[src/rtl/board_pkg.sv]
// ----------------------------------------------------------------------------
// board_pkg
// Shared definitions for the connect-four board storage:
//   - default board dimensions (rows x columns)
//   - 2-bit cell codes for empty / player 1 / player 2
//   - drop-engine FSM state encoding
//   - NO_ROW marker reported for a rejected drop
//   - isPlayer helper that tells a legal piece code from an illegal one
// ----------------------------------------------------------------------------
package board_pkg;

   localparam int ROWS_DEFAULT = 6;
   localparam int COLS_DEFAULT = 7;

   localparam logic [1:0] CELL_EMPTY = 2'b00;
   localparam logic [1:0] CELL_P1    = 2'b01;
   localparam logic [1:0] CELL_P2    = 2'b10;

   localparam logic [2:0] NO_ROW = 3'd7;

   typedef enum logic [1:0] {
      ST_IDLE  = 2'd0,
      ST_WRITE = 2'd1,
      ST_CLEAR = 2'd2
   } state_t;

   // Only the two player codes may be dropped; 00 and 11 are rejected
   function automatic logic isPlayer(input logic [1:0] code);
      return (code == CELL_P1) || (code == CELL_P2);
   endfunction

endpackage

[src/rtl/board_memory_if.sv]
// ----------------------------------------------------------------------------
// board_memory_if
// Bundles the board's read port, drop handshake, drop result and clear
// control into one connection.
//   slave  : the board itself (serves reads, accepts drops and clears)
//   master : whoever drives moves and reads the board
// Signals:
//   rd_row/rd_col -> rd_data          combinational cell read
//   drop_valid/drop_col/drop_player   drop request, drop_ready handshake
//   drop_done/drop_error/placed_*     result of the last resolved drop
//   clear -> busy                     board clear request and activity flag
//   board_full                        every column is at full height
// ----------------------------------------------------------------------------
interface board_memory_if;

   logic [2:0] rd_row;
   logic [2:0] rd_col;
   logic [1:0] rd_data;
   logic       drop_valid;
   logic [2:0] drop_col;
   logic [1:0] drop_player;
   logic       drop_ready;
   logic       drop_done;
   logic       drop_error;
   logic [2:0] placed_row;
   logic [2:0] placed_col;
   logic       clear;
   logic       busy;
   logic       board_full;

   modport slave (
      input  rd_row, rd_col, drop_valid, drop_col, drop_player, clear,
      output rd_data, drop_ready, drop_done, drop_error,
             placed_row, placed_col, busy, board_full
   );

   modport master (
      output rd_row, rd_col, drop_valid, drop_col, drop_player, clear,
      input  rd_data, drop_ready, drop_done, drop_error,
             placed_row, placed_col, busy, board_full
   );

endinterface

[src/rtl/board_column.sv]
// ----------------------------------------------------------------------------
// board_column
// One column of the board: a stack of ROWS 2-bit cells plus the height
// counter that says where the next piece lands (row 0 is the bottom).
// Ports:
//   clk, rst_n        clock, asynchronous active-low reset
//   i_rdRow           read row address; o_rdData is 00 for rows >= ROWS
//   i_push/i_pushData place a piece on top of the stack (ignored when full)
//   i_clearRowEn/i_clearRow  zero one row of the stack this cycle
//   i_clearHeight     drop the height counter back to zero
//   o_height, o_full  current fill height and full flag
// ----------------------------------------------------------------------------
module board_column
   import board_pkg::*;
#(
   parameter int ROWS = ROWS_DEFAULT
) (
   input  logic       clk,
   input  logic       rst_n,
   input  logic [2:0] i_rdRow,
   output logic [1:0] o_rdData,
   input  logic       i_push,
   input  logic [1:0] i_pushData,
   input  logic       i_clearRowEn,
   input  logic [2:0] i_clearRow,
   input  logic       i_clearHeight,
   output logic [2:0] o_height,
   output logic       o_full
);

   localparam logic [2:0] FULL_HEIGHT = 3'(ROWS);

   logic [1:0] r_cells [ROWS];
   logic [2:0] r_height;

   assign o_height = r_height;
   assign o_full   = (r_height == FULL_HEIGHT);

   // Cell storage: a row being cleared wins over a push, and a push lands
   // in the row equal to the current height so pieces stack from the bottom
   always_ff @(posedge clk or negedge rst_n) begin
      if (!rst_n) begin
         for (int r = 0; r < ROWS; r++) begin
            r_cells[r] <= CELL_EMPTY;
         end
      end else begin
         for (int r = 0; r < ROWS; r++) begin
            if (i_clearRowEn && (i_clearRow == 3'(r))) begin
               r_cells[r] <= CELL_EMPTY;
            end else if (i_push && !o_full && (r_height == 3'(r))) begin
               r_cells[r] <= i_pushData;
            end
         end
      end
   end

   // Height counter: cleared at the end of a board clear, otherwise bumped
   // on every push that actually found room
   always_ff @(posedge clk or negedge rst_n) begin
      if (!rst_n) begin
         r_height <= 3'd0;
      end else if (i_clearHeight) begin
         r_height <= 3'd0;
      end else if (i_push && !o_full) begin
         r_height <= r_height + 3'd1;
      end
   end

   // Read mux: rows beyond the stack fall through to the empty default
   always_comb begin
      o_rdData = CELL_EMPTY;
      for (int r = 0; r < ROWS; r++) begin
         if (i_rdRow == 3'(r)) begin
            o_rdData = r_cells[r];
         end
      end
   end

endmodule

[src/rtl/board_memory.sv]
// ----------------------------------------------------------------------------
// board_memory
// Connect-four board storage and drop engine. Holds ROWS x COLS 2-bit
// cells in COLS board_column instances, serves combinational reads with
// out-of-range addresses returning 00, places dropped pieces in the lowest
// empty row of a column, and clears the board one row per cycle.
// Ports:
//   clk, rst_n  clock, asynchronous active-low reset
//   bus         board_memory_if slave: read port, drop handshake and
//               result, clear request, busy and board_full status
// ----------------------------------------------------------------------------
module board_memory
   import board_pkg::*;
#(
   parameter int ROWS = ROWS_DEFAULT,
   parameter int COLS = COLS_DEFAULT
) (
   input  logic                 clk,
   input  logic                 rst_n,
   board_memory_if.slave        bus
);

   localparam logic [2:0] LAST_ROW  = 3'(ROWS - 1);
   localparam logic [2:0] COL_LIMIT = 3'(COLS);

   state_t     r_state;
   state_t     w_nextState;

   logic [2:0] r_col;
   logic [1:0] r_player;
   logic [2:0] r_clearRow;
   logic       r_dropDone;
   logic       r_dropError;
   logic [2:0] r_placedRow;
   logic [2:0] r_placedCol;

   logic [1:0]      w_colData   [COLS];
   logic [2:0]      w_colHeight [COLS];
   logic [COLS-1:0] w_colFull;
   logic [COLS-1:0] w_push;
   logic            w_clearRowEn;
   logic            w_clearHeight;
   logic            w_dropReady;
   logic            w_accept;
   logic            w_selFull;
   logic [2:0]      w_selHeight;
   logic            w_dropError;
   logic [1:0]      w_rdData;

   // One column instance per board column; all share the row address and
   // the clear controls, while pushes are steered to a single column
   for (genvar c = 0; c < COLS; c++) begin : g_col
      board_column #(
         .ROWS (ROWS)
      ) u_column (
         .clk           (clk),
         .rst_n         (rst_n),
         .i_rdRow       (bus.rd_row),
         .o_rdData      (w_colData[c]),
         .i_push        (w_push[c]),
         .i_pushData    (r_player),
         .i_clearRowEn  (w_clearRowEn),
         .i_clearRow    (r_clearRow),
         .i_clearHeight (w_clearHeight),
         .o_height      (w_colHeight[c]),
         .o_full        (w_colFull[c])
      );
   end

   // Column select for reads; a column address past the board matches no
   // instance and so reads as empty, which keeps wrapped coordinates from
   // forming false lines in the checker
   always_comb begin
      w_rdData = CELL_EMPTY;
      for (int c = 0; c < COLS; c++) begin
         if (bus.rd_col == 3'(c)) begin
            w_rdData = w_colData[c];
         end
      end
   end

   // Status of the column latched for the pending drop
   always_comb begin
      w_selFull   = 1'b0;
      w_selHeight = 3'd0;
      for (int c = 0; c < COLS; c++) begin
         if (r_col == 3'(c)) begin
            w_selFull   = w_colFull[c];
            w_selHeight = w_colHeight[c];
         end
      end
   end

   // A drop is rejected for a column off the board, a full column, or an
   // illegal piece code; rejected drops leave the board untouched
   assign w_dropError = (r_col >= COL_LIMIT) || w_selFull || !isPlayer(r_player);
   assign w_accept    = bus.drop_valid && w_dropReady;

   // State register
   always_ff @(posedge clk or negedge rst_n) begin
      if (!rst_n) begin
         r_state <= ST_IDLE;
      end else begin
         r_state <= w_nextState;
      end
   end

   // Next-state logic: clear beats a drop offered in the same cycle, a
   // drop resolves in one cycle, and a clear walks every row once
   always_comb begin
      w_nextState = r_state;
      case (r_state)
         ST_IDLE: begin
            if (bus.clear) begin
               w_nextState = ST_CLEAR;
            end else if (w_accept) begin
               w_nextState = ST_WRITE;
            end
         end
         ST_WRITE: begin
            w_nextState = ST_IDLE;
         end
         ST_CLEAR: begin
            if (r_clearRow == LAST_ROW) begin
               w_nextState = ST_IDLE;
            end
         end
         default: begin
            w_nextState = ST_IDLE;
         end
      endcase
   end

   // Output/control decode. drop_ready is also held low during the
   // drop_done cycle so a requester sees one result per accepted drop
   // before the next one can be taken
   always_comb begin
      w_push        = '0;
      w_clearRowEn  = 1'b0;
      w_clearHeight = 1'b0;
      w_dropReady   = 1'b0;
      case (r_state)
         ST_IDLE: begin
            w_dropReady = !bus.clear && !r_dropDone;
         end
         ST_WRITE: begin
            for (int c = 0; c < COLS; c++) begin
               if ((r_col == 3'(c)) && !w_dropError) begin
                  w_push[c] = 1'b1;
               end
            end
         end
         ST_CLEAR: begin
            w_clearRowEn  = 1'b1;
            w_clearHeight = (r_clearRow == LAST_ROW);
         end
         default: begin
            w_dropReady = 1'b0;
         end
      endcase
   end

   // Request capture, clear row counter and drop result registers. The
   // result fields hold their value until the next drop resolves
   always_ff @(posedge clk or negedge rst_n) begin
      if (!rst_n) begin
         r_col       <= 3'd0;
         r_player    <= CELL_EMPTY;
         r_clearRow  <= 3'd0;
         r_dropDone  <= 1'b0;
         r_dropError <= 1'b0;
         r_placedRow <= 3'd0;
         r_placedCol <= 3'd0;
      end else begin
         r_dropDone <= 1'b0;
         if ((r_state == ST_IDLE) && bus.clear) begin
            r_clearRow <= 3'd0;
         end else if (w_accept) begin
            r_col    <= bus.drop_col;
            r_player <= bus.drop_player;
         end
         if (r_state == ST_CLEAR) begin
            r_clearRow <= r_clearRow + 3'd1;
         end
         if (r_state == ST_WRITE) begin
            r_dropDone  <= 1'b1;
            r_dropError <= w_dropError;
            r_placedRow <= w_dropError ? NO_ROW : w_selHeight;
            r_placedCol <= r_col;
         end
      end
   end

   assign bus.rd_data    = w_rdData;
   assign bus.drop_ready = w_dropReady;
   assign bus.drop_done  = r_dropDone;
   assign bus.drop_error = r_dropError;
   assign bus.placed_row = r_placedRow;
   assign bus.placed_col = r_placedCol;
   assign bus.busy       = (r_state != ST_IDLE);
   assign bus.board_full = &w_colFull;

endmodule

[src/flat_wrapper.sv]
// flat-port wrapper written by rule: the top's interface ports become plain ports
module board_memory_flat import board_pkg::*;
#(
   parameter int ROWS = ROWS_DEFAULT,
   parameter int COLS = COLS_DEFAULT
)
  (clk, rst_n, bus_rd_row, bus_rd_col, bus_drop_valid, bus_drop_col, bus_drop_player, bus_clear, bus_rd_data, bus_drop_ready, bus_drop_done, bus_drop_error, bus_placed_row, bus_placed_col, bus_busy, bus_board_full);
  board_memory_if bus_i ();
  input  logic clk;
  input  logic rst_n;
  input wire logic [$bits(bus_i.rd_row)-1:0] bus_rd_row;
  input wire logic [$bits(bus_i.rd_col)-1:0] bus_rd_col;
  input wire logic [$bits(bus_i.drop_valid)-1:0] bus_drop_valid;
  input wire logic [$bits(bus_i.drop_col)-1:0] bus_drop_col;
  input wire logic [$bits(bus_i.drop_player)-1:0] bus_drop_player;
  input wire logic [$bits(bus_i.clear)-1:0] bus_clear;
  output wire logic [$bits(bus_i.rd_data)-1:0] bus_rd_data;
  output wire logic [$bits(bus_i.drop_ready)-1:0] bus_drop_ready;
  output wire logic [$bits(bus_i.drop_done)-1:0] bus_drop_done;
  output wire logic [$bits(bus_i.drop_error)-1:0] bus_drop_error;
  output wire logic [$bits(bus_i.placed_row)-1:0] bus_placed_row;
  output wire logic [$bits(bus_i.placed_col)-1:0] bus_placed_col;
  output wire logic [$bits(bus_i.busy)-1:0] bus_busy;
  output wire logic [$bits(bus_i.board_full)-1:0] bus_board_full;
  assign bus_i.rd_row = bus_rd_row;
  assign bus_i.rd_col = bus_rd_col;
  assign bus_i.drop_valid = bus_drop_valid;
  assign bus_i.drop_col = bus_drop_col;
  assign bus_i.drop_player = bus_drop_player;
  assign bus_i.clear = bus_clear;
  assign bus_rd_data = bus_i.rd_data;
  assign bus_drop_ready = bus_i.drop_ready;
  assign bus_drop_done = bus_i.drop_done;
  assign bus_drop_error = bus_i.drop_error;
  assign bus_placed_row = bus_i.placed_row;
  assign bus_placed_col = bus_i.placed_col;
  assign bus_busy = bus_i.busy;
  assign bus_board_full = bus_i.board_full;
  board_memory #(.ROWS(ROWS), .COLS(COLS)) u_core (.clk(clk), .rst_n(rst_n), .bus(bus_i));
endmodule
[config.mk]
export PLATFORM = sky130hd
export DESIGN_NAME = board_memory_flat
export DESIGN_NICKNAME = d
export VERILOG_FILES = /design/src/rtl/board_pkg.sv /design/src/rtl/board_memory_if.sv /design/src/rtl/board_column.sv /design/src/rtl/board_memory.sv /design/src/flat_wrapper.sv
export SDC_FILE = /design/constraint.sdc
export NUM_CORES = 1
export LEC_CHECK = 0
export ABC_AREA = 1
export CORE_MARGIN = 3
export CORE_UTILIZATION = 65
export CTS_BUF_LIST = sky130_fd_sc_hd__clkbuf_2
export DETAILED_ROUTE_END_ITERATION = 16
export PLACE_DENSITY_LB_ADDON = 0.08
export SETUP_SLACK_MARGIN = 0.5
export SLEW_MARGIN = 10
export SYNTH_ARGS = -nofsm -noshare
export SYNTH_HDL_FRONTEND = slang
export SYNTH_SLANG_ARGS = --single-unit
[constraint.sdc]
create_clock -name clk -period 5.6 [get_ports clk]
set_clock_uncertainty 0.05 [all_clocks]
set_input_delay 0.84 -clock clk [delete_from_list [all_inputs] [get_ports clk]]
set_output_delay 0.84 -clock clk [all_outputs]
set_load 0.005 [all_outputs]
## Word-level counts from Yosys, hierarchy flattened

Index checks and enable logic that the tools add are counted.

- Add/sub/neg operators: 8
- Magnitude comparators: 1
- Equal/unequal tests: 70
- Mux-type cells: 180
- Bitwise operators: 1
- Reductions and logical operators: 145

Operators by type and width:

| kind | count |
|---|---|
| $mux W2 | 136 |
| $reduce_bool A2 Y1 | 51 |
| $eq A3 B3 Y1 const B | 31 |
| $mux W3 | 24 |
| $eq A3 B2 Y1 const B | 22 |
| $logic_and A1 B1 Y1 | 65 |
| $eq A3 B1 Y1 const B | 11 |
| $logic_not A3 Y1 | 11 |
| $add A3 B1 Y3 const B | 8 |
| $mux W1 | 18 |
| $logic_not A1 Y1 | 11 |
| $mux W7 | 1 |
| $reduce_and A7 Y1 | 1 |
| $eq A2 B1 Y1 const B | 2 |
| $eq A2 B2 Y1 const B | 2 |
| $pmux W2 S2 | 1 |
| $reduce_and A2 Y1 | 2 |
| $ge A3 B3 Y1 const B | 1 |
| $logic_or A1 B1 Y1 | 3 |
| $ne A3 B2 Y1 const B | 1 |
| $logic_not A2 Y1 | 1 |
| $ne A2 B1 Y1 const B | 1 |
| $not A1 Y1 | 1 |

- Flip-flop bits (word level): 123
- Bits of input ports: 15
- Logic and storage cells: 462

## Depth between registers and ports, before layout

Gate-level depths: netlist of the first run.

- Depth after elaboration: 18
- Gate-level depth with buffers: 14

## Cells and area by module

A second synthesis of the first run with hierarchy kept.

- Cells, all modules: 1004
- Area, all modules: 7662.3 um^2

Modules (own cells, without submodules):

| module | times used | cells each | area each (um^2) |
|---|---|---|---|
| board_column (u_core.g_col[0].u_column ...) | 4 | 118 | 902.1 |
| board_column (u_core.g_col[4].u_column ...) | 3 | 118 | 925.9 |
| board_memory | 1 | 178 | 1276.2 |

## Least setup slack after synthesis of the first run

Ideal clock, no wire load.

- Path type: input to output
- From: in bus_rd_row[0]
- To: out bus_rd_data[0]
- Data arrival time: 1926 ps
- Path slack: 2784 ps
- Cell stages on the path: 9
- Path buffers: 1
- Cells stage by stage: inv_1 -> nor3_1 -> clkbuf_1 -> a21oi_1 -> nand2_1 -> nand2_1 -> nand3_1 -> nor2_1 -> nand4_1

- Word-level cells in the longest chain between the ends: 14
- Elaborated cells on any way between the ends: 55
- Those cells by class: eq/ne: 5; mux: 49; reduce/logical: 1

Ends and longest elaborated chain:

| item | RTL line | text |
|---|---|---|
| start, declared | flat_wrapper.sv:11 | `input wire logic [$bits(bus_i.rd_row)-1:0] bus_rd_row;` |
| $logic_not A3 Y1 | board_column.sv:73 | `if (i_rdRow == 3'(r)) begin` |
| $mux W2 (6 in series) | board_column.sv:73 |  |
| $mux W2 (6 in series) | board_memory.sv:76 | `if (bus.rd_col == 3'(c)) begin` |
| $mux W2 (*) | board_memory.sv:76 |  |
| end, declared | flat_wrapper.sv:17 | `output wire logic [$bits(bus_i.rd_data)-1:0] bus_rd_data;` |

Mark *: on every way between the ends. The rest lies on a longest branch, timed or not.

## Final worst setup path of the first run

- From: in bus_rd_row[1]
- To: out bus_rd_data[0]

Same word-level chain as after synthesis.

==> metrics.txt, run 1 <==
RSZ-0062 raised after global routing false; via count 6972; largest net degree at the start of global routing 79; final hold slack roughly 170 ps; routed len/inst approximately 17 um; GRT overflow 0; crit path DAT between 3000 and 4000 ps; DIE WIDTH roughly 110 um; Placer Congestion slightly below 0.9; commonest non-fill, non-tap cell in the layout nand2_1; Worst-path clk slew approximately 210 ps; Core Rows 38; vias per cell between 6 and 7; post-synthesis register bit count 123; CP startpoint kind primary input; FF-to-FF path depth 12; syn_nets approximately 1.1k; Bufs on Longest Clock Path 2; final WL between 15 and 20 mm; register area share after synthesis around two fifths; Syn Area/Cell 7.42 um^2; Max FO, Critical Path 14; post-route DRC violation count 0; initial antenna violation count 1; Clock H-tree levels 4; total CTS buffers 17; Die Footprint approximately 13000 um^2; starting density of the core 67.4%; share of layout cells above drive strength 1 5.69%; Layout area overhead 7.36%; Power Density approximately 340 nW/um^2; final net count roughly 1.1k; P_leak around 4.2 nW; Achievable Freq 236 MHz; vias in the first global route between 6k and 7k; Tcrit/Tclk final 75.6%; Worst setup EP type output pin; postcts setup bufs 0; worst relative slew slack roughly 34%; setup TNS 0 ps; max-cap check violation count 0; port bufs 27; clock sink total roughly 120; Final setup viols 0; endpoints failing hold 0; FF-to-FF End u_core.g_col[2].u_column.o_height[0]$_DFFE_PN0P_; Synth cell types 32; Chip Height around 110 um; HPWL after DPL 14.3 mm; root buf cell clkbuf_2; Iteration-0 DRC Markers ~870; Tot GR Track Use approximately a third; most frequent cells in the layout 263 x nand2_1, 134 x nand3_1, 123 x dfrtp_1, 113 x nand4_1, 100 x inv_1; synthesized cell area 7400 um^2; CTS tree built; Skew-Pair Late Insertion Delay around 750 ps; Required @ worst endpoint 4710 ps; Synth warnings 0; R2R Path Start u_core.g_col[6].u_column.o_height[0]$_DFFE_PN0P_; Post-CTS Hold Buffers 0; Worst Max-Slew Pin Slew 984 ps; min Tclk post-route ~4200 ps; first drt pass iteration count 7; first-pass GRT wire length 32.5 mm; Max IR drop VDD ~270 uV; I/O pin total 28; status complete, no violations; register-to-register setup slack around 2400 ps; final-report max-slew violation count 0; ANT nets after route 0; Post-Syn Instances around 1000; Core Area 11000 um^2; Resized cells post-CTS 0; worst hold path class in2async; critical path type in2out
-- where the power goes --
part,switching (mW),internal (mW)
combinational,0.804,0.269
sequential,0.0971,0.989
clock,0.331,0.240
-- sequential cells by signal, indices dropped and copies added, names as in the netlist, 2 cells and up --
name	cells
u_core.bus.placed_col	3
u_core.bus.placed_row	3
u_core.g_col.u_column.o_height	21
u_core.g_col.u_column.r_cells	84
u_core.r_clearRow	3
u_core.r_col	3
u_core.r_player	2
u_core.r_state	2
-- worst max-delay path: stages --
cell and delay, ps:
clkdlybuf4s50_1 550, nand2_1 100, nor2_1 720, nand2_1 100, nand2_1 100, nor2_1 50
nand2_1 80, nand2_1 70, nand3_1 100, nor2_1 60, nand4_1 80, clkdlybuf4s50_1 500
-- cell families after synthesis --
| logic type | synth area share, % |
|---|---|
| xor+xnor | 0.118 |
| simple gates | 39.1 |
| fa+ha+maj | 6.76 |
| flops | 41.6 |
| buf+inv | 8.63 |
| compound gates | 3.75 |
-- synth_stat cells, drive strengths merged --
cell type / number / share of area, %
nor3: 15 / 1.1
nand3b: 5 / 0.51
o2111ai: 2 / 0.24
clkbuf: 28 / 1.4
ha: 40 / 6.8
inv: 107 / 5.4
o21ai: 24 / 1.6
dfrtp: 123 / 42
a31oi: 1 / 0.085
nand4: 113 / 9.6
o22ai: 5 / 0.42
nand2: 265 / 14
nor2: 87 / 4.7
nor3b: 2 / 0.20
nor4: 2 / 0.25
xnor2: 1 / 0.12
a21oi: 18 / 1.3
nand3: 135 / 9.2
buf: 21 / 1.8
a22o: 1 / 0.12
and3: 2 / 0.17
-- worst max-delay path by stage --
stage / from / end / slack [ps]
2_1_floorplan: bus_rd_row[0] / bus_rd_data[0] / 2780
3_3_place_gp: bus_rd_row[1] / bus_rd_data[0] / 1490
3_5_place_dp: bus_rd_row[1] / bus_rd_data[0] / 1420
4_1_cts: bus_rd_row[1] / bus_rd_data[0] / 1390
5_1_grt: bus_rd_row[0] / bus_rd_data[0] / 1180
6_report: bus_rd_row[1] / bus_rd_data[0] / 1370
-- final cells by class --
type | count | area (um^2)
multi-input cells | 718 | 3690
flip-flops and latches | 123 | 3080
fillers | 958 | 3040
inverters | 107 | 402
repair buffers | 41 | 373
well taps | 140 | 175
clock inverters | 12 | 130
clock buffers | 19 | 95.1
diodes | 1 | 2.50
-- per-stage QoR --
step / util [%] / instance area [um^2] / cells / power [mW] / setup WS, ps
after detailed placement: 70.2 / 7710 / 1129 / 2.14 / 1420
after global routing: 72.3 / 7940 / 1161 / 2.88 / 1180
after global placement: 70.2 / 7710 / 1129 / 2.12 / 1490
after CTS: 72.3 / 7940 / 1160 / 2.70 / 1390
after floorplan: - / 7400 / 997 / 1.78 / 2780
final: 72.3 / 7940 / 1161 / 2.73 / 1370
-- per-layer routing --
metal / wire (um) / vias up / global-route usage, %
met2: 8720 / 302 / 46.2
met4: 556 / 0 / 11.9
met1: 8960 / 3239 / 48.0
met5: 0 / - / 0
met3: 1690 / 55 / 8.09
li1: - / 3376 / -
(Power assumes the default switching activity.)
==> run 2: changes to the inputs <==
--- a/config.mk
+++ b/config.mk
@@ -7,7 +7,7 @@
 export LEC_CHECK = 0
 export ABC_AREA = 1
 export CORE_MARGIN = 3
-export CORE_UTILIZATION = 65
+export CORE_UTILIZATION = 64
 export CTS_BUF_LIST = sky130_fd_sc_hd__clkbuf_2
 export DETAILED_ROUTE_END_ITERATION = 16
 export PLACE_DENSITY_LB_ADDON = 0.08
==> constraint.sdc (replaced) <==
create_clock -name clk -period 4.35 [get_ports clk]
set_clock_uncertainty 0.05 [all_clocks]
set_input_delay 0.6525 -clock clk [delete_from_list [all_inputs] [get_ports clk]]
set_output_delay 0.6525 -clock clk [all_outputs]
set_load 0.005 [all_outputs]
==> metrics.txt, run 2 (synthesized netlist as in run 1, its figures left out) <==
Seq pwr share 38.2% (was 39.8%); Final setup viols 0 (unchanged); Net Sw Frac 43.4% (was 45.1%); min Tclk post-route about 3500 ps; clock sink total 123 (unchanged); postcts setup bufs 0 (unchanged); largest net degree at the start of global routing 75 (was 79); ANT nets after route 0 (unchanged); most frequent cells in the layout 263 x nand2_1, 134 x nand3_1, 123 x dfrtp_1, 113 x nand4_1, 100 x inv_1 (unchanged); final-layout fill cell count 916 (was 958); vias per cell 6.11 (was 6.01); Tcrit/Tclk final about 81%; status complete, no violations (unchanged); crit path max-delay cell type clkdlybuf4s50_1 (was nor2_1); RSZ-0062 raised after global routing false (unchanged); Iteration-0 DRC Markers 919 (was 869); CP startpoint kind primary input (unchanged); first-pass GRT wire length 33.5 mm (was 32.5 mm); Most flops, register u_core.g_col.u_column.r_cells (unchanged); first drt pass iteration count 5 (was 7); endpoints failing hold 0 (unchanged); worst setup margin 807 ps (was 1370 ps); vias in the first global route 6680 (was 6182); Power Density 455 nW/um^2 (was 344 nW/um^2); most frequent CP cell nor2_1 (was nand2_1); Max IR drop VDD 498 uV (was 275 uV); Comb power frac 38.1% (was 39.3%); Placer Congestion 0.890 (was 0.880); via count 7105 (was 6972); Sw Pwr 1.59 mW (was 1.23 mW); root buf cell clkbuf_2 (unchanged); Layout area overhead 8.81% (was 7.36%); HPWL after DPL 14.6 mm (was 14.3 mm); CTS tree built (unchanged); Chip Height 114 um (was 113 um); Die Footprint 12900 um^2 (was 12700 um^2); max-cap check violation count 0 (unchanged); Skew-Pair Late Insertion Delay 740 ps (was 750 ps); clock group share of total power 23.7% (was 20.9%); Tot GR Track Use 32.9% (was 32.4%); Required @ worst endpoint 3650 ps (was 4710 ps); final WL 20.2 mm (was 19.9 mm); Clock H-tree levels 4 (unchanged); sequential cell area 3080 um^2 (unchanged); starting density of the core 66.8% (was 67.4%); DIE WIDTH 114 um (was 113 um); P_leak 4.29 nW (was 4.24 nW); crit path DAT 2840 ps (was 3340 ps); post-route DRC violation count 0 (unchanged); post-layout util 72.7% (was 72.3%); initial antenna violation count 0 (was 1); Achievable Freq ~280 MHz; Core Rows 38 (unchanged); final-report max-slew violation count 0 (unchanged); Buf+Inv Stages, Crit Path 4 (was 2); family with the most delay on the worst path buffers and inverters (was simple AND/OR/NAND/NOR gates); Worst Max-Slew Pin Slew 823 ps (was 984 ps); Int Pwr 2.07 mW (was 1.50 mW); Worst setup EP type output pin (unchanged); share of layout cells above drive strength 1 6.45% (was 5.69%); I/O pin total 28 (unchanged); Max FO, Critical Path 7 (was 14); worst relative slew slack 45.0% (was 34.4%); worst hold path class in2reg (was in2async); GRT overflow 0 (unchanged); Worst-path clk slew 170 ps (was 210 ps); Bufs on Longest Clock Path 2 (unchanged); commonest non-fill, non-tap cell in the layout nand2_1 (unchanged); area of the multi-input gates 3690 um^2 (about the same); dpl ws 612 ps (was 1420 ps); total CTS buffers 17 (unchanged); port bufs 27 (unchanged); final net count 1066 (was 1063); worst-path cell chain clkdlybuf4s50_1 -> inv_1 -> nor3_2 -> inv_1 -> nor2_1 -> nor2_1 -> nand2_1 -> nand3_1 -> nor2_1 -> nand4_1 -> clkdlybuf4s50_1 (was clkdlybuf4s50_1 -> nand2_1 -> nor2_1 -> nand2_1 -> nand2_1 -> nor2_1 -> nand2_1 -> nand2_1 -> nand3_1 -> nor2_1 -> nand4_1 -> clkdlybuf4s50_1); setup TNS 0 ps (unchanged); critical path type in2out (unchanged); routed len/inst 17.4 um (was 17.2 um); Core Area 11100 um^2 (was 11000 um^2); max FFs per register 84 (unchanged); Slowest Stage Delay on Critical Path 530 ps (was 720 ps); antenna cells 0 (was 1)
## run 2: cell count changes in the layout (fill, tap and decap cells not counted), moves of 2 or more
cell and change:
clkinv_1 -4, buf_12 +2, bufinv_16 +2, clkbuf_2 +2
## run 2: power by group through the flow
| stage | Clock [mW] | Sequential (mW) | Combinational [mW] |
|---|---|---|---|
| 2_1_floorplan | 0 | 1.38 | 0.910 |
| 3_5_place_dp | 0 | 1.41 | 1.36 |
| 3_3_place_gp | 0 | 1.41 | 1.34 |
| 5_1_grt | 0.914 | 1.41 | 1.53 |
| 4_1_cts | 0.865 | 1.39 | 1.37 |
| 6_report | 0.866 | 1.40 | 1.40 |
## run 2: path summary, 6_finish.rpt
kind / start / slack [ps] / cells past startpoint / end
max reg2reg: u_core.g_col[6].u_column.o_height[0]$_DFFE_PN0P_ / 1400 / 13 / u_core.g_col[2].u_column.r_cells[6]$_DFFE_PN0P_
max in group asynchronous: rst_n / 3000 / 3 / u_core.g_col[5].u_column.o_height[0]$_DFFE_PN0P_
min: bus_drop_col[2] / 410 / 3 / u_core.r_col[2]$_DFFE_PN0P_
min reg2reg: u_core.bus.placed_col[1]$_DFFE_PN0P_ / 470 / 2 / u_core.bus.placed_col[1]$_DFFE_PN0P_
max: bus_rd_row[0] / 810 / 11 / bus_rd_data[1]
min in group asynchronous: rst_n / 420 / 2 / u_core.g_col[1].u_column.r_cells[6]$_DFFE_PN0P_
## run 2: cell type report
cell class	count	share of cell area, %
Multi-Input combinational cell	718	45.9
Sequential cell	123	38.2
Timing Repair Buffer	44	5.25
Inverter	107	4.99
Tap cell	140	2.18
Clock inverter	10	2.14
Clock buffer	21	1.31
## run 2: per-layer routing
layer | vias up | GRT usage [%] | part of all wire (%)
met5 | - | 0 | 0
met4 | 0 | 11.7 | 2.2
met3 | 55 | 9.12 | 9.6
met2 | 340 | 48.9 | 45
met1 | 3340 | 46.3 | 43
li1 | 3370 | - | -
## run 2: worst reg2reg max path, cell delays in order (launching register included)
cell     delay (ps)
dfrtp_1         480
inv_1           100
ha_1            210
nand2_1          70
inv_1            90
a21oi_2         150
buf_4           390
inv_2           100
nor2_4          510
buf_12          320
nand2_1         180
nand2_1         120
nand2_1          70
nand2_1          70
## run 2: what timing repair did
action,in CTS,in global routing
endpoints found under the hold margin,49,0
gates resized for setup,0,2
hold buffers,1,0
endpoints found under the setup margin,0,2
## run 2: per-stage QoR
stage	area [um^2]	hold slack, ps	std cells	total power [mW]
3_3_place_gp	7750	430	1131	2.76
4_1_cts	8040	384	1163	3.63
2_1_floorplan	7400	307	997	2.29
3_5_place_dp	7750	430	1131	2.77
6_report	8050	414	1163	3.66
5_1_grt	8050	402	1163	3.86
==> run 3: changes to the inputs <==
--- a/config.mk
+++ b/config.mk
@@ -7,7 +7,7 @@
 export LEC_CHECK = 0
 export ABC_AREA = 1
 export CORE_MARGIN = 3
-export CORE_UTILIZATION = 64
+export CORE_UTILIZATION = 58
 export CTS_BUF_LIST = sky130_fd_sc_hd__clkbuf_2
 export DETAILED_ROUTE_END_ITERATION = 16
 export PLACE_DENSITY_LB_ADDON = 0.08
==> constraint.sdc (replaced) <==
create_clock -name clk -period 3 [get_ports clk]
set_clock_uncertainty 0.05 [all_clocks]
set_input_delay 0.45 -clock clk [delete_from_list [all_inputs] [get_ports clk]]
set_output_delay 0.45 -clock clk [all_outputs]
set_load 0.005 [all_outputs]
==> metrics.txt, run 3 (synthesized netlist as in run 1, its figures left out) <==
Clock H-tree levels 4 (unchanged); FF-to-FF End u_core.g_col[5].u_column.r_cells[7]$_DFFE_PN0P_ (was u_core.g_col[2].u_column.r_cells[6]$_DFFE_PN0P_); DIE WIDTH 119 um (was 114 um); post-route DRC violation count 0 (unchanged); Core Area 12300 um^2 (was 11100 um^2); clock sink total 123 (unchanged); Placer Congestion 0.898 (was 0.890); first drt pass iteration count 5 (unchanged); I/O pin total 28 (unchanged); port bufs 27 (unchanged); Skew-Pair Late Insertion Delay 730 ps (was 740 ps); post-layout util 69.1% (was 72.7%); routed len/inst 17.6 um (was 17.4 um); worst setup margin 517 ps (was 807 ps); worst hold path class in2async (was in2reg); Core Rows 40 (was 38); vias in the first global route 6650 (was 6680); Layout area overhead 14.5% (was 8.81%); Most flops, register u_core.g_col.u_column.r_cells (unchanged); Achievable Freq roughly 400 MHz; share of layout cells above drive strength 1 12.7% (was 6.45%); status complete, no violations (unchanged); Sw Pwr 2.37 mW (was 1.59 mW); crit path max-delay cell type dfrtp_1 (was clkdlybuf4s50_1); total CTS buffers 17 (unchanged); root buf cell clkbuf_2 (unchanged); Slowest Stage Delay on Critical Path 440 ps (was 530 ps); post-route non-filler standard cell count 1235 (was 1163); Comb power frac 42.4% (was 38.1%); commonest non-fill, non-tap cell in the layout nand2_1 (unchanged); final net count 1108 (was 1066); Max IR drop VDD 1180 uV (was 498 uV); Tcrit/Tclk final between 80% and 90%; Seq pwr share 38.4% (was 38.2%); vias per cell 5.88 (was 6.11); setup TNS 0 ps (unchanged); Iteration-0 DRC Markers 1024 (was 919); ANT nets after route 0 (unchanged); final hold slack 184 ps (was 414 ps); Chip Height 119 um (was 114 um); first-pass GRT wire length 34.1 mm (was 33.5 mm); Worst-path clk slew 200 ps (was 170 ps); P_leak 4.55 nW (was 4.29 nW); Power Density 618 nW/um^2 (was 455 nW/um^2); largest net degree at the start of global routing 94 (was 75); Bufs on Longest Clock Path 2 (unchanged); Required @ worst endpoint 2500 ps (was 3650 ps); worst relative slew slack 47.6% (was 45.0%); crit path DAT 1980 ps (was 2840 ps); critical path type reg2out (was in2out); endpoints failing hold 0 (unchanged); FF-to-FF path depth 17 (was 13); Worst setup EP type output pin (unchanged); most frequent cells in the layout 260 x nand2_1, 132 x nand3_1, 122 x dfrtp_1, 113 x nand4_1, 92 x inv_1 (was 263 x nand2_1, 134 x nand3_1, 123 x dfrtp_1, 113 x nand4_1, 100 x inv_1); register-to-register setup slack 580 ps (was 1400 ps); RSZ-0062 raised after global routing true (was false); via count 7260 (was 7105); Tot GR Track Use 30.3% (was 32.9%); CTS tree built (unchanged); max-cap check violation count 0 (unchanged); min Tclk post-route 2480 ps; dpl ws 14.2 ps (was 612 ps); HPWL after DPL 14.7 mm (was 14.6 mm); final-report max-slew violation count 0 (unchanged); clock group share of total power 19.2% (was 23.7%); Max FO, Critical Path 2 (was 7); Placed Cells 1166 (was 1131); Die Footprint 14100 um^2 (was 12900 um^2); Final setup viols 0 (unchanged); CP startpoint kind flip-flop (was primary input); Worst Max-Slew Pin Slew 780 ps (was 823 ps); worst-path cell chain inv_2 -> ha_1 -> nand2_1 -> inv_1 -> nand4_1 -> nor4_4 -> buf_2 (was clkdlybuf4s50_1 -> inv_1 -> nor3_2 -> inv_1 -> nor2_1 -> nor2_1 -> nand2_1 -> nand3_1 -> nor2_1 -> nand4_1 -> clkdlybuf4s50_1); Int Pwr 2.87 mW (was 2.07 mW); Net Sw Frac 45.3% (was 43.4%); max FFs per register 84 (unchanged); initial antenna violation count 1 (was 0); starting density of the core 60.3% (was 66.8%); GRT overflow 0 (unchanged); R2R Path Start u_core.g_col[2].u_column.o_height[0]$_DFFE_PN0P_ (was u_core.g_col[6].u_column.o_height[0]$_DFFE_PN0P_); final WL 21.8 mm (was 20.2 mm)
run 3: changes by cell type in the layout (fill, tap and decap cells not counted), moves of 3 or more:
cell	before	now
nor2_2	4	7
nand2_2	2	5
bufinv_16	5	2
clkdlybuf4s50_1	26	19
dlygate4sd2_1	0	3
nor2_1	81	77
nor3_1	13	10
inv_1	100	92
buf_4	15	49
nand2_1	263	260
buf_6	0	5
ha_1	40	37
inv_2	7	15
buf_2	0	3
run 3: timing repair:
action                                  4_1_cts  5_1_grt
hold buffers                                  1        0
setup buffers                                18       12
gates cloned                                  2        3
gates resized for setup                      44       17
endpoints found under the setup margin        4       68
pin swaps                                     7       12
hold endpoints to repair                     39        0
run 3: layer usage:
layer	routed length (um)	GRT usage (%)	vias up
li1	-	-	3455
met1	9440	42.4	3391
met2	9860	46.5	366
met3	2010	7.55	48
met4	466	9.34	0
met5	0	0	-
run 3: through the flow:
step                power [mW]  area (um^2)
CTS                       5.14         8290
global placement          4.05         7860
finish                    5.24         8470
global route              5.54         8470
floorplan                 3.32         7400
detailed placement        4.07         7860
run 3: worst max path at each step:
| stage | cells past startpoint | end | startpoint |
|---|---|---|---|
| 2_1_floorplan | 9 | bus_rd_data[0] | bus_rd_row[0] |
| 5_1_grt | 5 | bus_board_full | u_core.g_col[4].u_column.o_height[0]$_DFFE_PN0P_ |
| 3_5_place_dp | 13 | bus_rd_data[0] | bus_rd_row[0] |
| 4_1_cts | 7 | bus_board_full | u_core.g_col[2].u_column.o_height[0]$_DFFE_PN0P_ |
| 6_report | 7 | bus_board_full | u_core.g_col[3].u_column.o_height[0]$_DFFE_PN0P_ |
| 3_3_place_gp | 12 | bus_rd_data[0] | bus_rd_row[1] |
run 3: cell type report:
type / count / area (um^2)
sequential: 123 / 3080
clock buffer: 21 / 105
tap: 168 / 210
antenna: 1 / 2.50
clock inverter: 11 / 103
fill: 1052 / 3790
multi-input combinational: 718 / 3800
inverter: 107 / 402
timing repair buffer: 86 / 776
run 3: worst max-delay path: cells and delay by family (launching register included):
| family | cells | cell delay (ps) |
|---|---|---|
| fa+ha+maj | 1 | 150 |
| buf+inv | 3 | 310 |
| flops | 1 | 440 |
| simple gates | 3 | 350 |
run 3: power groups by stage:
stage,sequential [mW],combinational [mW],clock (mW)
2_1_floorplan,2.00,1.32,0
3_3_place_gp,2.05,2.01,0
3_5_place_dp,2.05,2.02,0
4_1_cts,2.00,2.12,1.02
5_1_grt,2.03,2.42,1.09
6_report,2.01,2.22,1.01
